[src/rtl/uart_pkg.sv]
// Shared definitions for the UART byte receiver and the future transmitter:
// FSM state encoding, default clocking constants and the data width.
package uart_pkg;

  localparam logic [2:0] ST_IDLE   = 3'd0;
  localparam logic [2:0] ST_START  = 3'd1;
  localparam logic [2:0] ST_DATA   = 3'd2;
  localparam logic [2:0] ST_PARITY = 3'd3;
  localparam logic [2:0] ST_STOP   = 3'd4;

  localparam int DEFAULT_CLK_FREQ = 50_000_000;
  localparam int DEFAULT_UART_BPS = 9600;
  localparam int DATA_BITS        = 8;

  // Even parity: the parity bit equals the XOR of the data bits.
  function automatic logic even_parity(input logic [DATA_BITS-1:0] i_d);
    return ^i_d;
  endfunction

endpackage

[src/rtl/uart_baud_gen.sv]
// Bit-period counter with mid-bit and end-of-bit strobes; held at zero while
// i_clr is high so that bit timing restarts from the detected start edge.
module uart_baud_gen #(
  parameter int BAUD_CNT_MAX = 5208
) (
  input  logic i_clk,
  input  logic i_rst_n,
  input  logic i_clr,
  output logic o_mid,
  output logic o_full
);

  localparam int CW = (BAUD_CNT_MAX > 2) ? $clog2(BAUD_CNT_MAX) : 1;
  localparam logic [CW-1:0] MID_CNT  = CW'(BAUD_CNT_MAX / 2 - 1);
  localparam logic [CW-1:0] LAST_CNT = CW'(BAUD_CNT_MAX - 1);

  logic [CW-1:0] r_cnt;

  always_ff @(posedge i_clk or negedge i_rst_n) begin
    if (!i_rst_n) begin
      r_cnt <= '0;
    end else if (i_clr || (r_cnt == LAST_CNT)) begin
      r_cnt <= '0;
    end else begin
      r_cnt <= r_cnt + 1'b1;
    end
  end

  assign o_mid  = !i_clr && (r_cnt == MID_CNT);
  assign o_full = !i_clr && (r_cnt == LAST_CNT);

endmodule

[src/rtl/uart_rx_byte.sv]
// 8N1 UART receiver producing one-cycle byte and framing-error strobes.
// Define UART_RX_PARITY_EN to receive 8E1 frames (even parity bit before stop).
module uart_rx_byte
  import uart_pkg::*;
#(
  parameter int CLK_FREQ = DEFAULT_CLK_FREQ,
  parameter int UART_BPS = DEFAULT_UART_BPS
) (
  input  logic                 sys_clk,
  input  logic                 sys_rst_n,
  input  logic                 rx,
  output logic [DATA_BITS-1:0] po_data,
  output logic                 po_flag,
  output logic                 po_frame_err
);

  localparam int BAUD_CNT_MAX = CLK_FREQ / UART_BPS;

`ifdef UART_RX_PARITY_EN
  localparam logic [2:0] ST_AFTER_DATA = ST_PARITY;
`else
  localparam logic [2:0] ST_AFTER_DATA = ST_STOP;
`endif

  logic                 r_rx1;
  logic                 r_rx2;
  logic                 r_rx3;
  logic [2:0]           r_state;
  logic [2:0]           r_bit_cnt;
  logic [DATA_BITS-1:0] r_shift;
  logic                 w_mid;
  logic                 w_full;
  logic                 w_start_edge;
  logic                 w_par_ok;

  // Synchronizer resets to the idle-high line level so release never looks like a start edge.
  always_ff @(posedge sys_clk or negedge sys_rst_n) begin
    if (!sys_rst_n) begin
      r_rx1 <= 1'b1;
      r_rx2 <= 1'b1;
      r_rx3 <= 1'b1;
    end else begin
      r_rx1 <= rx;
      r_rx2 <= r_rx1;
      r_rx3 <= r_rx2;
    end
  end

  assign w_start_edge = r_rx3 && !r_rx2;

  uart_baud_gen #(
    .BAUD_CNT_MAX(BAUD_CNT_MAX)
  ) u_baud (
    .i_clk  (sys_clk),
    .i_rst_n(sys_rst_n),
    .i_clr  (r_state == ST_IDLE),
    .o_mid  (w_mid),
    .o_full (w_full)
  );

`ifdef UART_RX_PARITY_EN
  logic r_par_err;

  always_ff @(posedge sys_clk or negedge sys_rst_n) begin
    if (!sys_rst_n) begin
      r_par_err <= 1'b0;
    end else if ((r_state == ST_PARITY) && w_mid) begin
      r_par_err <= (even_parity(r_shift) != r_rx3);
    end
  end

  assign w_par_ok = !r_par_err;
`else
  assign w_par_ok = 1'b1;
`endif

  // State changes on bit boundaries (w_full) so every state sees exactly one mid-bit sample;
  // STOP is the exception and returns to IDLE at its sample to catch back-to-back frames.
  always_ff @(posedge sys_clk or negedge sys_rst_n) begin
    if (!sys_rst_n) begin
      r_state      <= ST_IDLE;
      r_bit_cnt    <= '0;
      r_shift      <= '0;
      po_data      <= '0;
      po_flag      <= 1'b0;
      po_frame_err <= 1'b0;
    end else begin
      po_flag      <= 1'b0;
      po_frame_err <= 1'b0;
      case (r_state)
        ST_IDLE: begin
          r_bit_cnt <= '0;
          if (w_start_edge) begin
            r_state <= ST_START;
          end
        end
        ST_START: begin
          if (w_mid && r_rx3) begin
            r_state <= ST_IDLE;
          end else if (w_full) begin
            r_state <= ST_DATA;
          end
        end
        ST_DATA: begin
          if (w_mid) begin
            r_shift <= {r_rx3, r_shift[DATA_BITS-1:1]};
          end
          if (w_full) begin
            if (r_bit_cnt == 3'(DATA_BITS - 1)) begin
              r_bit_cnt <= '0;
              r_state   <= ST_AFTER_DATA;
            end else begin
              r_bit_cnt <= r_bit_cnt + 1'b1;
            end
          end
        end
`ifdef UART_RX_PARITY_EN
        ST_PARITY: begin
          if (w_full) begin
            r_state <= ST_STOP;
          end
        end
`endif
        ST_STOP: begin
          if (w_mid) begin
            r_state <= ST_IDLE;
            if (r_rx3 && w_par_ok) begin
              po_data <= r_shift;
              po_flag <= 1'b1;
            end else begin
              po_frame_err <= 1'b1;
            end
          end
        end
        default: r_state <= ST_IDLE;
      endcase
    end
  end

endmodule

[config.mk]
export PLATFORM = sky130hd
export DESIGN_NAME = uart_rx_byte
export DESIGN_NICKNAME = d
export VERILOG_FILES = /design/src/rtl/uart_pkg.sv /design/src/rtl/uart_baud_gen.sv /design/src/rtl/uart_rx_byte.sv
export SDC_FILE = /design/constraint.sdc
export NUM_CORES = 1
export LEC_CHECK = 0
export ABC_AREA = 1
export CAP_MARGIN = 30
export CORE_MARGIN = 1.5
export CORE_UTILIZATION = 52
export CTS_CLUSTER_SIZE = 16
export DETAILED_ROUTE_END_ITERATION = 8
export GPL_ROUTABILITY_DRIVEN = 0
export PLACE_DENSITY = 0.74
export SLEW_MARGIN = 20
export SYNTH_ARGS = -nofsm -noshare
export SYNTH_HDL_FRONTEND = slang
export SYNTH_HIERARCHICAL = 1
export SYNTH_SLANG_ARGS = --single-unit
[constraint.sdc]
create_clock -name sys_clk -period 2.14 [get_ports sys_clk]
set_input_delay 0.214 -clock sys_clk [delete_from_list [all_inputs] [get_ports sys_clk]]
set_output_delay 0.214 -clock sys_clk [all_outputs]
set_load 0.005 [all_outputs]
# After elaboration in Yosys (flattened, before gate mapping)
# Index checks and enable logic that the tools add are counted.
[totals]
reg_bits = 40
input_bits = 3
[op_classes]
n_reduce_logical = 13
add_sub_neg = 2
muxes = 17
eq_ne = 11
[ops]
columns = ["operator", "n"]
rows = [
  ["3-bit 2-to-1 mux", 8],
  ["13-bit by 1-bit adder with 13-bit output, second input constant", 1],
  ["13-bit by 12-bit == test with 1-bit output, second input constant", 1],
  ["13-bit == test, second input constant", 1],
  ["13-bit 2-to-1 mux", 1],
  ["3-bit one-hot mux with 4 select lines", 1],
  ["3-bit == test, second input constant", 2],
  ["1-bit 2-to-1 mux", 6],
  ["2-bit inequality test, second input constant", 3],
  ["3-bit one-hot mux with 2 select lines", 1],
  ["5-bit AND reduction", 1],
  ["1-bit logical AND", 4],
  ["2-bit AND reduction", 2],
  ["3-bit by 1-bit adder with 3-bit output, second input constant", 1],
  ["3-bit by 1-bit == test with 1-bit output, second input constant", 1],
  ["3-bit by 2-bit == test with 1-bit output, second input constant", 1],
  ["3-bit zero test", 1],
  ["3-bit by 2-bit inequality test with 1-bit output, second input constant", 1],
  ["3-bit AND reduction", 1],
  ["1-bit zero test", 2],
  ["2-bit by 1-bit inequality test with 1-bit output, second input constant", 1],
  ["2-bit nonzero test", 1],
  ["1-bit logical OR", 1],
]

# Depth between registers and ports, before layout
# Gate-level depths: netlist of run 1.
[logic_depth]
word_depth = 6
depth_mapped = 14

# By module
# The synthesis of run 1 kept the hierarchy.
[modules_own_cells]
columns = ["module", "cells_each", "seq_area_each_um2", "instances", "area_per_inst_um2"]
rows = [
  ["uart_rx_byte", 128, 679.4, 1, 1198.6],
  ["uart_baud_gen", 107, 325.3, 1, 765.7],
]

# Worst setup path after synthesis of run 1
# OpenSTA, ideal clock, no wires.
[synth_timing]
path_kind = "register to register"
start = "register r_state[2]"
end = "register po_data[6]"
t_arrival_ns = 1.870
required_ns = 2.021
synth_period_minus_slack_ns = 1.988
path_buffers = 1
slack_ns = 0.152
path_stages_with_launch = 12
cell_sequence = "dfrtp_1 > nor2_4 > nand2_1 > inv_1 > inv_1 > nand3_1 > nor3_1 > nand2_4 > nor2_4 > buf_6 > nand2_1 > o21a_1"
[synth_between]
elab_chain_len = 4
word_cells_on_any_way = 5
classes_between = "1 x eq/ne; 4 x reduce/logical"
[synth_lines]
columns = ["element", "line", "source"]
rows = [
  ["start, declared", "uart_rx_byte.sv:28", "logic [2:0] r_state;"],
  ["start signal, assigned", "uart_rx_byte.sv:81", "r_state <= ST_IDLE;"],
  ["start signal, assigned", "uart_rx_byte.sv:94", "r_state <= ST_START;"],
  ["start signal, assigned", "uart_rx_byte.sv:99", "r_state <= ST_IDLE;"],
  ["3-bit zero test", "uart_rx_byte.sv:56", ".i_clr (r_state == ST_IDLE),"],
  ["1-bit zero test", "uart_baud_gen.sv:29", "assign o_mid = !i_clr && (r_cnt == MID_CNT);"],
  ["1-bit logical AND", "uart_baud_gen.sv:29", ""],
  ["via w_mid", "uart_rx_byte.sv:31", "logic w_mid;"],
  ["3-bit AND reduction (no source line)", "--", ""],
  ["end signal, assigned", "uart_rx_byte.sv:128", "po_data <= r_shift;"],
  ["end, declared", "uart_rx_byte.sv:12", "output logic [DATA_BITS-1:0] po_data,"],
]
# The timed path passes the listed nets, and every way through them passes these cells.
# A chain may end at the register's enable or synchronous reset.

# Worst setup path after layout of run 1
[layout_timing]
start = "register r_state[2]"
end = "register po_data[1]"
# The elaborated chain is that of the path after synthesis.

==> results.md, run 1 <==
- Detailed-route vias per instance: 4.855
- Pin count of the biggest net entering global routing: 41
- Met2 usage: 30.47%
- Sw Pwr: 639.6 uW
- Hold Fails Final Rpt: 0
- Commonest non-fill, non-tap cell in the layout: nand2_1
- Routed wire length: 3469 um
- Arrival @ worst endpoint: 2.03 ns
- Routing usage on met3: 5.729%
- CP max FO: 12
- Initial DRC count: 70
- GRT overflow: 0
- DP HPWL: 2467 um
- Clock power frac: 27.6%
- Nets: 261
- Ant diodes: 0
- Sw Share: 35.03%
- Residual DRC: 0
- Power Internal: 1.186 mW
- Layout cells sized above 1: 13.33%
- CTS sink cnt: 40
- Vias: 1471
- Antenna violations before repair: 0
- Routed Antenna Nets: 0
- Routed WL per cell: 11.45 um
- YS warnings: 6
- Fin worst setup slack: 0.3029 ns
- Skew-Pair Late Insertion Delay: 0.30 ns
- Setup violators final: 0
- GRT Util Overall: 19.71%
- Most frequent cells in the layout: 60 x nand2_1, 37 x dfrtp_1, 35 x nor2_1
- Die Width: 64.46 um
- Period Utilization, post-route: 85.85%
- CP Launch Type: register
- Power per cell area: 816.5 mW/mm^2
- Tmin final: 1.837 ns
- Combinational Power Share: 23.6%
- Chip Height: 64.46 um
- DR pass1 iterations: 4
- Core area: 0.003633 mm^2
- Outcome: finished, final reports clean
- Required @ worst endpoint: 2.33 ns
- H-tree depth: 2
- Mapped Nets: 242
- Slew headroom: 78.17%
- Sum Neg Setup Slack: 0 ns
- Starting Density: 54.06%
- Clock Path Buffers: 2
- Max Clk Rate: 0.5443 GHz
- Clk slew on worst S/H paths: 0.08 ns
- Distinct cell type count after synthesis: 24
- Dpl cells: 293
- Unrepaired setup endpoints after global routing: false
- Cell Area, Synth: 0.001964 mm^2
- CTS tree: yes
- Clock root cell: clkbuf_8
- Dpl ws: 0.2933 ns
- PortBufs: 12
- Area growth syn-to-layout: 13.82%
- LEAKAGE: 1.092 nW
- Die area: 0.004155 mm^2
- Post-layout util: 61.54%
- Max VDD drop: 0.0005013 V
- Syn Area/Cell: 8.359 um^2
- CTS buffer count: 5
- Synth Instances: 235
- Tightest Pin Transition: 0.3263 ns
- Top Ports: 13
- Global-route wire length before repair: 6251 um
- Hold Crit Class: input port to asynchronous set/reset pin
- Vias in the first global route: 1428
- Hold slack: 0.2857 ns
- Crit Path Class: register to register
- Top Usage Layer GRT: met2
- Post-synthesis register bit count: 40
- Flop pwr share: 48.8%
- Setup crit end kind: register
- Core Rows: 22
- Sequential fraction of the synthesis area: 51.15%
- Slew Limit Fails: 0
- Worst Clk Skew: 0.004801 ns
- Final cell count without fillers: 303
- Met1 Use GR: 26.36%
- Max_cap viols: 0
## routing by layer
| metal | up-vias | share of wire, % |
|---|---|---|
| met2 | 15 | 44 |
| met4 | 0 | 1.7 |
| met3 | 5 | 2.8 |
| met5 | - | 0 |
| met1 | 677 | 52 |
| li1 | 774 | - |
## final cells by class
class                           count  area [um^2]
Multi-Input combinational cell    162        813.3
Sequential cell                    40         1005
Fill cell                         345         1398
Clock buffer                        5        68.82
Timing Repair Buffer               15        152.6
Inverter                           30        112.6
Clock inverter                      3        23.77
Tap cell                           48        60.06
## path summary, 6_finish.rpt
check	from	endpoint	slack [ns]	cells after the start
setup / recovery	r_state[2]$_DFFE_PN0P_	po_data[1]$_DFFE_PN0P_	0.30	11
hold / removal	sys_rst_n	po_data[0]$_DFFE_PN0P_	0.29	2
setup reg to reg	r_state[2]$_DFFE_PN0P_	po_data[1]$_DFFE_PN0P_	0.30	11
hold reg to reg	r_rx1$_DFF_PN1_	r_rx2$_DFF_PN1_	0.35	0
max in group asynchronous	sys_rst_n	r_rx1$_DFF_PN1_	1.36	3
min in group sys_clk	rx	r_rx1$_DFF_PN1_	0.32	1
## cell usage after synthesis
| cell type | n | area share (%) |
|---|---|---|
| a21oi_1 | 3 | 0.76 |
| a21oi_2 | 3 | 1.3 |
| buf_6 | 3 | 1.7 |
| dfrtp_1 | 37 | 47 |
| dfstp_2 | 3 | 4.0 |
| ha_1 | 4 | 2.5 |
| inv_1 | 27 | 5.2 |
| inv_2 | 3 | 0.57 |
| nand2_1 | 60 | 11 |
| nand2_2 | 6 | 1.9 |
| nand2_4 | 1 | 0.57 |
| nand3_1 | 19 | 4.8 |
| nand3_2 | 1 | 0.51 |
| nand3b_1 | 1 | 0.38 |
| nand4_1 | 3 | 0.96 |
| nor2_1 | 35 | 6.7 |
| nor2_2 | 1 | 0.32 |
| nor2_4 | 2 | 1.1 |
| nor3_1 | 3 | 0.76 |
| o21a_1 | 3 | 1.1 |
| o21ai_0 | 5 | 1.3 |
| o21ai_1 | 3 | 0.76 |
| o21ai_2 | 3 | 1.3 |
| xor2_1 | 6 | 2.7 |
## power groups by stage
stage | clock, mW | sequential, mW | combinational, mW
after CTS | 0.525 | 0.893 | 0.430
after floorplan | 0 | 0.892 | 0.359
final | 0.504 | 0.892 | 0.430
after global placement | 0 | 0.901 | 0.421
after detailed placement | 0 | 0.908 | 0.426
after global routing | 0.561 | 0.905 | 0.502
## through the flow
stage / power (mW) / area [um^2]
after detailed placement: 1.333 / 2113
after global routing: 1.968 / 2236
final: 1.826 / 2236
after floorplan: 1.251 / 1964
after global placement: 1.322 / 2113
after CTS: 1.847 / 2206
## logic make-up (layout without fill, tap and decap cells)
| kind of cell | after synthesis | after routing | share of synthesized area (%) |
|---|---|---|---|
| xor+xnor | 6 | 6 | 2.675 |
| compound gates | 20 | 20 | 6.624 |
| flops | 40 | 40 | 51.15 |
| simple gates | 132 | 132 | 29.55 |
| fa+ha+maj | 4 | 4 | 2.548 |
| buf+inv | 33 | 53 | 7.452 |
## flip-flops by register name (all words and copies together) (netlist names), 3 cells and up
name          cells
u_baud/r_cnt     13
r_shift           8
po_data           8
r_state           3
r_bit_cnt         3
## critical path, cell delays in order (launching register included)
cell     delay [ns]
dfrtp_1        0.47
nor2_4         0.07
nand2_1        0.07
inv_1          0.06
inv_1          0.09
nand3_1        0.07
nor3_1         0.18
buf_4          0.18
nand2_4        0.08
nor2_4         0.25
nand2_1        0.10
o21a_1         0.11
## what timing repair did
action,CTS,global route
gates resized for setup,0,0
buffers inserted,0,0
endpoints found under the hold margin,0,6
hold buffers,0,1
No activity file was read; power rests on OpenSTA's default activity.
==> run 2: changes to the inputs <==
--- a/config.mk
+++ b/config.mk
@@ -13,6 +13,7 @@
 export DETAILED_ROUTE_END_ITERATION = 8
 export GPL_ROUTABILITY_DRIVEN = 0
 export PLACE_DENSITY = 0.74
+export SKIP_LAST_GASP = 1
 export SLEW_MARGIN = 20
 export SYNTH_ARGS = -nofsm -noshare
 export SYNTH_HDL_FRONTEND = slang
==> results of run 2 <==
Same layout as run 1: the final DEF is identical, and so are final timing and power.
